<file path="src/rtl/cgra_pkg.sv">
// Shared definitions for the single-tile CGRA: widths, opcodes, config map and defaults.
package cgra_pkg;

  localparam int W      = 16;
  localparam int CFG_AW = 32;
  localparam int CFG_DW = 32;

  typedef enum logic [3:0] {
    OP_PASSA = 4'd0,
    OP_ADD   = 4'd1,
    OP_SUB   = 4'd2,
    OP_MUL   = 4'd3,
    OP_SHL   = 4'd4,
    OP_AND   = 4'd5,
    OP_OR    = 4'd6,
    OP_XOR   = 4'd7
  } op_e;

  localparam logic [CFG_AW-1:0] ADDR_OP    = 32'h1;
  localparam logic [CFG_AW-1:0] ADDR_SRC   = 32'h2;
  localparam logic [CFG_AW-1:0] ADDR_CONST = 32'h3;
  localparam logic [CFG_AW-1:0] ADDR_OREG  = 32'h4;

  // Power-up configuration computes out = in_S2 * 2.
  localparam logic [3:0]   DEF_OP    = OP_MUL;
  localparam logic [1:0]   DEF_SRCA  = 2'd2;
  localparam logic [2:0]   DEF_SRCB  = 3'd4;
  localparam logic [W-1:0] DEF_CONST = 16'd2;
  localparam logic         DEF_OREG  = 1'b0;

endpackage

</file>
<file path="src/rtl/cgra_pe.sv">
// Combinational processing element: one ALU operation on two W-bit operands, modulo 2^W.
module cgra_pe
  import cgra_pkg::*;
(
  input  logic [W-1:0] a,
  input  logic [W-1:0] b,
  input  logic [3:0]   op,
  output logic [W-1:0] res
);

  // NOTE: every variable written in always_comb gets a value before any branch, so no latch is inferred.
  always_comb begin
    res = a;
    case (op)
      OP_ADD:  res = a + b;
      OP_SUB:  res = a - b;
      OP_MUL:  res = a * b;
      OP_SHL:  res = a << b[3:0];
      OP_AND:  res = a & b;
      OP_OR:   res = a | b;
      OP_XOR:  res = a ^ b;
      default: res = a;
    endcase
  end

endmodule

</file>
<file path="src/rtl/cgra_top.sv">
// Single-tile CGRA top: pad packing, config registers, operand muxes, PE and optional output register.
module cgra_top
  import cgra_pkg::*;
(
  input  logic              clk_in,
  input  logic              reset_in,
  input  logic [CFG_AW-1:0] config_addr_in,
  input  logic [CFG_DW-1:0] config_data_in,
  input  logic pad_S0_T0_in, pad_S0_T1_in, pad_S0_T2_in, pad_S0_T3_in,
  input  logic pad_S0_T4_in, pad_S0_T5_in, pad_S0_T6_in, pad_S0_T7_in,
  input  logic pad_S0_T8_in, pad_S0_T9_in, pad_S0_T10_in, pad_S0_T11_in,
  input  logic pad_S0_T12_in, pad_S0_T13_in, pad_S0_T14_in, pad_S0_T15_in,
  input  logic pad_S1_T0_in, pad_S1_T1_in, pad_S1_T2_in, pad_S1_T3_in,
  input  logic pad_S1_T4_in, pad_S1_T5_in, pad_S1_T6_in, pad_S1_T7_in,
  input  logic pad_S1_T8_in, pad_S1_T9_in, pad_S1_T10_in, pad_S1_T11_in,
  input  logic pad_S1_T12_in, pad_S1_T13_in, pad_S1_T14_in, pad_S1_T15_in,
  input  logic pad_S2_T0_in, pad_S2_T1_in, pad_S2_T2_in, pad_S2_T3_in,
  input  logic pad_S2_T4_in, pad_S2_T5_in, pad_S2_T6_in, pad_S2_T7_in,
  input  logic pad_S2_T8_in, pad_S2_T9_in, pad_S2_T10_in, pad_S2_T11_in,
  input  logic pad_S2_T12_in, pad_S2_T13_in, pad_S2_T14_in, pad_S2_T15_in,
  input  logic pad_S3_T0_in, pad_S3_T1_in, pad_S3_T2_in, pad_S3_T3_in,
  input  logic pad_S3_T4_in, pad_S3_T5_in, pad_S3_T6_in, pad_S3_T7_in,
  input  logic pad_S3_T8_in, pad_S3_T9_in, pad_S3_T10_in, pad_S3_T11_in,
  input  logic pad_S3_T12_in, pad_S3_T13_in, pad_S3_T14_in, pad_S3_T15_in,
  output logic pad_S0_T0_out, pad_S0_T1_out, pad_S0_T2_out, pad_S0_T3_out,
  output logic pad_S0_T4_out, pad_S0_T5_out, pad_S0_T6_out, pad_S0_T7_out,
  output logic pad_S0_T8_out, pad_S0_T9_out, pad_S0_T10_out, pad_S0_T11_out,
  output logic pad_S0_T12_out, pad_S0_T13_out, pad_S0_T14_out, pad_S0_T15_out,
  input  logic              tdi,
  input  logic              tms,
  input  logic              tck,
  input  logic              trst_n,
  output logic              tdo
);

  logic [W-1:0] side [4];
  logic [W-1:0] op_a;
  logic [W-1:0] op_b;
  logic [W-1:0] res;
  logic [W-1:0] out_q;
  logic [W-1:0] out_word;
  logic         unused;

  // NOTE: declaration initialisers give the default configuration at power-up with no reset; the async reset restores the same values.
  logic [3:0]   op_q    = DEF_OP;
  logic [1:0]   srca_q  = DEF_SRCA;
  logic [2:0]   srcb_q  = DEF_SRCB;
  logic [W-1:0] const_q = DEF_CONST;
  logic         oreg_q  = DEF_OREG;

  // Track T0 is the MSB of every side word.
  assign side[0] = {pad_S0_T0_in, pad_S0_T1_in, pad_S0_T2_in, pad_S0_T3_in,
                    pad_S0_T4_in, pad_S0_T5_in, pad_S0_T6_in, pad_S0_T7_in,
                    pad_S0_T8_in, pad_S0_T9_in, pad_S0_T10_in, pad_S0_T11_in,
                    pad_S0_T12_in, pad_S0_T13_in, pad_S0_T14_in, pad_S0_T15_in};
  assign side[1] = {pad_S1_T0_in, pad_S1_T1_in, pad_S1_T2_in, pad_S1_T3_in,
                    pad_S1_T4_in, pad_S1_T5_in, pad_S1_T6_in, pad_S1_T7_in,
                    pad_S1_T8_in, pad_S1_T9_in, pad_S1_T10_in, pad_S1_T11_in,
                    pad_S1_T12_in, pad_S1_T13_in, pad_S1_T14_in, pad_S1_T15_in};
  assign side[2] = {pad_S2_T0_in, pad_S2_T1_in, pad_S2_T2_in, pad_S2_T3_in,
                    pad_S2_T4_in, pad_S2_T5_in, pad_S2_T6_in, pad_S2_T7_in,
                    pad_S2_T8_in, pad_S2_T9_in, pad_S2_T10_in, pad_S2_T11_in,
                    pad_S2_T12_in, pad_S2_T13_in, pad_S2_T14_in, pad_S2_T15_in};
  assign side[3] = {pad_S3_T0_in, pad_S3_T1_in, pad_S3_T2_in, pad_S3_T3_in,
                    pad_S3_T4_in, pad_S3_T5_in, pad_S3_T6_in, pad_S3_T7_in,
                    pad_S3_T8_in, pad_S3_T9_in, pad_S3_T10_in, pad_S3_T11_in,
                    pad_S3_T12_in, pad_S3_T13_in, pad_S3_T14_in, pad_S3_T15_in};

  // NOTE: sequential state uses non-blocking assignments so every register samples pre-edge values.
  always_ff @(posedge clk_in or negedge reset_in) begin
    if (!reset_in) begin
      op_q    <= DEF_OP;
      srca_q  <= DEF_SRCA;
      srcb_q  <= DEF_SRCB;
      const_q <= DEF_CONST;
      oreg_q  <= DEF_OREG;
    end else begin
      case (config_addr_in)
        ADDR_OP:    op_q    <= config_data_in[3:0];
        ADDR_SRC: begin
          srca_q <= config_data_in[1:0];
          srcb_q <= config_data_in[4:2];
        end
        ADDR_CONST: const_q <= config_data_in[W-1:0];
        ADDR_OREG:  oreg_q  <= config_data_in[0];
        default:    ;
      endcase
    end
  end

  // SRCB values 4-7 all select the constant register.
  assign op_a = side[srca_q];
  assign op_b = srcb_q[2] ? const_q : side[srcb_q[1:0]];

  cgra_pe u_pe (
    .a   (op_a),
    .b   (op_b),
    .op  (op_q),
    .res (res)
  );

  always_ff @(posedge clk_in or negedge reset_in) begin
    if (!reset_in) out_q <= '0;
    else           out_q <= res;
  end

  assign out_word = oreg_q ? out_q : res;

  assign {pad_S0_T0_out, pad_S0_T1_out, pad_S0_T2_out, pad_S0_T3_out,
          pad_S0_T4_out, pad_S0_T5_out, pad_S0_T6_out, pad_S0_T7_out,
          pad_S0_T8_out, pad_S0_T9_out, pad_S0_T10_out, pad_S0_T11_out,
          pad_S0_T12_out, pad_S0_T13_out, pad_S0_T14_out, pad_S0_T15_out} = out_word;

  // JTAG is reserved on this tile.
  assign tdo    = 1'b0;
  assign unused = ^{config_data_in[CFG_DW-1:W], tdi, tms, tck, trst_n};

endmodule

</file>
<file path="config.mk">
export PLATFORM = sky130hd
export DESIGN_NAME = cgra_top
export DESIGN_NICKNAME = d
export VERILOG_FILES = /design/src/rtl/cgra_pkg.sv /design/src/rtl/cgra_pe.sv /design/src/rtl/cgra_top.sv
export SDC_FILE = /design/constraint.sdc
export NUM_CORES = 1
export LEC_CHECK = 0
export BUFFER_PORTS_ARGS = -buffer_cell sky130_fd_sc_hd__buf_2
export CAP_MARGIN = 40
export CORE_UTILIZATION = 60
export CTS_CLUSTER_DIAMETER = 120
export DETAILED_ROUTE_END_ITERATION = 12
export GPL_TIMING_DRIVEN = 1
export MAX_ROUTING_LAYER = met4
export PLACE_DENSITY = 0.84
export SLEW_MARGIN = 20
export SYNTH_ARGS = -nofsm -noshare
export SYNTH_HDL_FRONTEND = slang
export SYNTH_HIERARCHICAL = 1
export SYNTH_SLANG_ARGS = --single-unit
</file>
<file path="constraint.sdc">
create_clock -name clk_in -period 14 [get_ports clk_in]
set_input_delay 1.4 -clock clk_in [delete_from_list [all_inputs] [get_ports clk_in]]
set_output_delay 1.4 -clock clk_in [all_outputs]
set_load 0.03 [all_outputs]
</file>
* Word level (Yosys, flattened, before mapping)
Index checks and enable logic that the tools add are counted.
Storage, ports and cells: register bits after elaboration 42, input port bits 134, output and inout port bits 17, logic and storage cells 37
Operators by class: $add $sub $neg 2, multipliers 1, order comparisons 2, eq/ne operators 11, shift operators 1, mux-type cells 9, bitwise logic cells 5
Operators by type and width (number):
- $pmux 16 s7 | 1
- $mux 16 | 6
- $bmux 16 s2 | 2
- $eq 32x2->1 const B | 2
- $eq 32x1->1 const B | 1
- $eq 32x3->1 const B | 1
- $add 16x16->16 | 1
- $and 16x16->16 | 1
- $eq 4x3->1 const B | 4
- $mul 16x16->16 | 1
- $or 16x16->16 | 1
- $shl 16x4->16 | 1
- $sub 16x16->16 | 1
- $xor 16x16->16 | 1
- $eq 4x2->1 const B | 2
- $ge 3x3->1 const B | 2
- $not 2->3 | 2
- $eq 4x1->1 const B | 1

* Logic depth before layout (Yosys ltp)
depth in word-level cells 8, gate-level depth with buffers 28, mapped depth without buffers 26

* Modules after synthesis
The synthesis kept the hierarchy.
Modules (own cells, without submodules):
- cgra_pe | instances 1, cells each 859, area each 6578.8 um^2, seq. area each 0.0 um^2
- cgra_top | instances 1, cells each 165, area each 2762.6 um^2, seq. area each 1057.3 um^2

* Worst setup path before layout
Ideal clock, no wire load.
path kind input port to output port, from input pad_S3_T13_in, to output pad_S0_T0_out, arrival 7634 ps, data required time 12600 ps, slack 4966 ps, stages on the path 24, path buffers 2, path through mux4_2 -> mux2_2 -> inv_1 -> clkbuf_1 -> clkbuf_1 -> nor2_1 -> fa_1 -> inv_1 -> fa_1 -> inv_1 -> fa_1 -> fa_1 -> inv_1 -> fa_1 -> fa_1 -> xor2_1 -> xnor2_1 -> xnor2_1 -> xnor2_1 -> xnor3_1 -> xnor2_1 -> nand2_1 -> a32oi_1 -> mux2_2
Between the ends: word-level cells in the longest chain between the ends 7, elaborated cells on any way between the ends 13, those cells by class add/sub (2); mul (1); shift (1); mux (9)
RTL lines:
- start, declared | line cgra_top.sv:24 | input logic pad_S3_T12_in, pad_S3_T13_in, pad_S3_T14_in, pad_S3_T15_in,
- $bmux 16 s2 * | line cgra_top.sv:93 | assign op_b = srcb_q[2] ? const_q : side[srcb_q[1:0]];
- $mux 16 (implied by the code) * (2 in a row) | line cgra_top.sv:93
- $mux 16 * | line cgra_top.sv:93
- via op_b[2] | line cgra_top.sv:38 | logic [W-1:0] op_b;
- $mul 16x16->16 (tied with other cells) | line cgra_pe.sv:17 | OP_MUL: res = a * b;
- $pmux 16 s7 * | line cgra_pe.sv:14 | case (op)
- via res[15] | line cgra_top.sv:39 | logic [W-1:0] res;
- $mux 16 * | line cgra_top.sv:107 | assign out_word = oreg_q ? out_q : res;
- end, declared | line cgra_top.sv:25 | output logic pad_S0_T0_out, pad_S0_T1_out, pad_S0_T2_out, pad_S0_T3_out,
The timed path passes the listed nets; every way through them passes the cells marked *. The select of a mux whose other input is x is not followed.

* Final worst setup path
from input pad_S3_T14_in, to output pad_S0_T0_out
Between the ends: word-level cells in the longest chain between the ends 7, elaborated cells on any way between the ends 13, those cells by class add/sub (2); mul (1); shift (1); mux (9)
RTL lines (line):
- start, declared | cgra_top.sv:24
- $bmux 16 s2 * | cgra_top.sv:93
- $mux 16 (implied by the code) * (2 in a row) | cgra_top.sv:93
- $mux 16 * | cgra_top.sv:93
- via op_b[1] | cgra_top.sv:38
- $mul 16x16->16 (tied with other cells) | cgra_pe.sv:17
- $pmux 16 s7 * | cgra_pe.sv:14
- via res[15] | cgra_top.sv:39
- $mux 16 * | cgra_top.sv:107
Marks and branches as above.

==> impl_metrics.toml <==
[synthesis]
yosys_register_bits = 42
synth-async-reset-ratio_pct = 100.0
syn_inst = 1024
ys_dominant_reg_cell = "dfrtp_1"
synth.distinct_cells = 74
avgSynthCellArea_um2 = 9.123
syn_area_mm2 = 0.009341
synth.net_count = 1337
synth_seq_area_share_pct = 11.32
synth_enable_flop_cells = 0
yosysWarningCount = 6

[route]
drt-initial-drc-count = 884
avgViaCountPerCell = 6.400
drt-pass1-iter-count = 6
route.detailed.wl_per_inst_um = 21.12
post-route-drc-count = 0
num_vias = 8345
antenna_left = 0
finalWirelength_mm = 27.53

[sta]
worst_slew_pin_slew_ns = 0.8093
worst_clock_skew_ns = 0.006953
tcrit_tclk_final_pct = 73.31
timing_hold_violations_final = 0
clock.fmax_mhz = 97.43
setup_repair_after_global_routing_missed_its_margin = "no"
slew_headroom_pct = 45.55
setup_total_negative_slack_ns = 0
timing_max_transition_violations_final = 0
setup_viol = 0
postLayoutSetupSlackWorst_ns = 3.736
whs_ns = 0.5123
period_minus_slack_ns = 10.26

[placement]
hpwlAfterDp_mm = 21.60
globalplace.congestion = 1.025
preCtsSetupSlack_ns = 3.879
buffer_ports.inserted = 129
placedInstanceArea_mm2 = 0.01005
placedCellCount = 1295

[clocking]
cts.htree.levels = 2
clk_tree_root_cell = "clkbuf_16"
ctsHoldBuffers = 0
cts_tree = "done"
tritoncts.num_buffers = 5
ctsResizeCount = 0
cts_buffer_depth = 2
clk_pin_slew_worst_paths_ns = 0.06
cts.repair_timing.setup_buffer_count = 0
clkSinkCount = 42
clk_latency_ns = 0.29

[critical_path]
path_delay_family = "adder cells"
setup.worst_path.start_class = "primary input"
critical_path_class = "in2out"
required_time_of_the_worst_setup_path_ns = 12.60
worstPathMaxFanout = 28
crit_path_max_incr_delay_ns = 0.69
worst_setup_path_end_kind = "primary output"
crit_path_top_delay_cell = "inv_1"
timing.critical_path.mode_cell = "fa_1"
cp_cell_sequence = "buf_2 > mux4_2 > mux2_2 > inv_1 > nor2_1 > fa_1 > inv_1 > fa_1 > inv_1 > fa_1 > fa_1 > inv_1 > fa_1 > fa_1 > inv_1 > ha_1 > or3_1 > o31ai_1 > xnor2_1 > nand2_1 > a32oi_1 > mux2_2 > buf_2"
worstPathBufferInverterCount = 7
worst-endpoint-arrival_ns = 8.86

[global_route]
grt_pass1_vias = 8581
number_of_antenna_violations_at_the_first_check_in_global_routing = 0
grt_max_degree = 29
grtUsageTotal_pct = 36.76
grt_first_pass_wirelength_mm = 44.30
grt-ovfl-total = 0

[floorplanning]
design.core.area_mm2 = 0.01520
die-area_mm2 = 0.01607
die_extent_in_y_um = 126.8
fp.dieW_um = 126.8
number_of_placed_i_o_pins = 151
initial_core_util_pct = 61.45
rows = 45

[power]
leakage_nw = 4.867
vdd_drop_max_uv = 150.0
power_density_mw_per_mm2 = 124.0

[outcome]
outcome = "finished, final reports clean"

[layout]
layout.nets = 1428
area_delta_synth_final_pct = 9.215
diodes = 0
layoutNonFillerInstCount = 1304
finish.instance_area_mm2 = 0.01020
final_layout_size_suffix_gt1_share_pct = 24.37
num-fill-cells = 1246

[flow_run]
maxCapViolations = 0

[hold_path]
timing.hold.worst.class = "reg2reg"
-- routing by layer --
metal	global-route usage, %	up-vias	share of wire, %
met2	60.06	583	46
li1	-	3667	-
met3	6.537	139	10
met4	17.16	0	5.6
met1	44.45	3956	37
met5	-	-	0
-- final timing paths --
kind	startpoint	to	slack, ns	depth (start not counted)
setup / recovery	pad_S3_T14_in	pad_S0_T0_out	3.74	23
hold / removal	const_q[0]$_DFFE_PN0N_	const_q[0]$_DFFE_PN0N_	0.51	1
setup reg to reg	srcb_q[1]$_DFFE_PN0N_	out_q[15]$_DFF_PN0_	6.16	20
hold reg to reg	const_q[0]$_DFFE_PN0N_	const_q[0]$_DFFE_PN0N_	0.51	1
max in group asynchronous	reset_in	const_q[1]$_DFFE_PN1N_	12.35	2
min in group asynchronous	reset_in	srcb_q[0]$_DFFE_PN0N_	1.08	1
-- cell families (layout without fill, tap and decap cells) --
logic type	after synthesis	in the layout	share of synthesized area (%)
AND/OR/NAND/NOR	262	262	13.46
AO/OA/AOI/OAI	167	167	12.51
XOR/XNOR	60	60	6.014
multiplexers	105	105	17.02
flip-flops	42	42	11.32
adder cells (fa/ha/maj)	179	179	30.48
buffers and inverters	208	300	9.148
other	1	1	0.04014
-- through the flow --
stage                     utilization, %  power [mW]
after floorplan                        -      0.8468
after CTS                          67.06       1.246
after detailed placement           66.10       1.118
final                              67.11       1.265
after global routing               67.11       1.371
after global placement             65.67       1.085
-- state kept, by name, summed over array words and instances, names as in the netlist --
signal	cells
const_q	16
out_q	16
op_q	4
srcb_q	3
srca_q	2
oreg_q	1
-- final cells by class --
type | count | area [um^2] | share of cell area, %
clock buffer | 5 | 125.1 | 1.226
inverter | 152 | 570.5 | 5.592
clock inverter | 3 | 21.27 | 0.2085
multi-input combinational | 774 | 7430 | 72.82
sequential | 42 | 1057 | 10.36
tap | 188 | 235.2 | 2.306
timing repair buffer | 140 | 763.2 | 7.481
-- power breakdown --
group / leakage, nW / switching, mW / internal [mW] / total (mW)
Clock: 0.0698 / 0.0512 / 0.0661 / 0.117
Combinational: 4.27 / 0.591 / 0.432 / 1.02
Sequential: 0.532 / 0.000568 / 0.124 / 0.124
-- cell usage after synthesis (10+ instances only) --
cell type	instances	share of area, %
mux2_4	10	1.6
mux2_2	50	6.0
nand2_1	104	4.2
mux4_2	34	8.2
inv_1	146	5.9
xnor2_1	47	4.4
buf_2	14	0.75
ha_1	98	13
mux2i_1	10	1.1
fa_1	81	17
nor2_1	88	3.5
dfrtp_1	37	9.9
a21oi_1	38	2.0
a21o_1	11	0.88
o21ai_0	20	1.1
nor3_1	14	0.75
clkbuf_1	28	1.1
-- layout by cell type, fill, tap and decap left out, types with 5 or more instances in the layout --
cell,instances
a22oi_1,5
nor4_1,5
buf_4,8
nor2_1,88
dfrtp_1,37
a32oi_1,5
nand2_1,104
xnor2_1,47
o22ai_1,5
nor4_4,6
nor3_1,14
mux2_2,50
o21a_1,8
or3_1,6
nand3_1,9
dfstp_2,5
a221oi_1,9
ha_1,98
a21oi_1,38
a31oi_1,9
a211oi_1,8
mux2i_1,10
mux4_2,34
inv_1,146
buf_2,129
clkbuf_16,5
a21o_1,11
nand2b_1,7
fa_1,81
mux2_4,10
xor2_1,9
o21ai_0,20
Power figures use the tool's default switching activity.
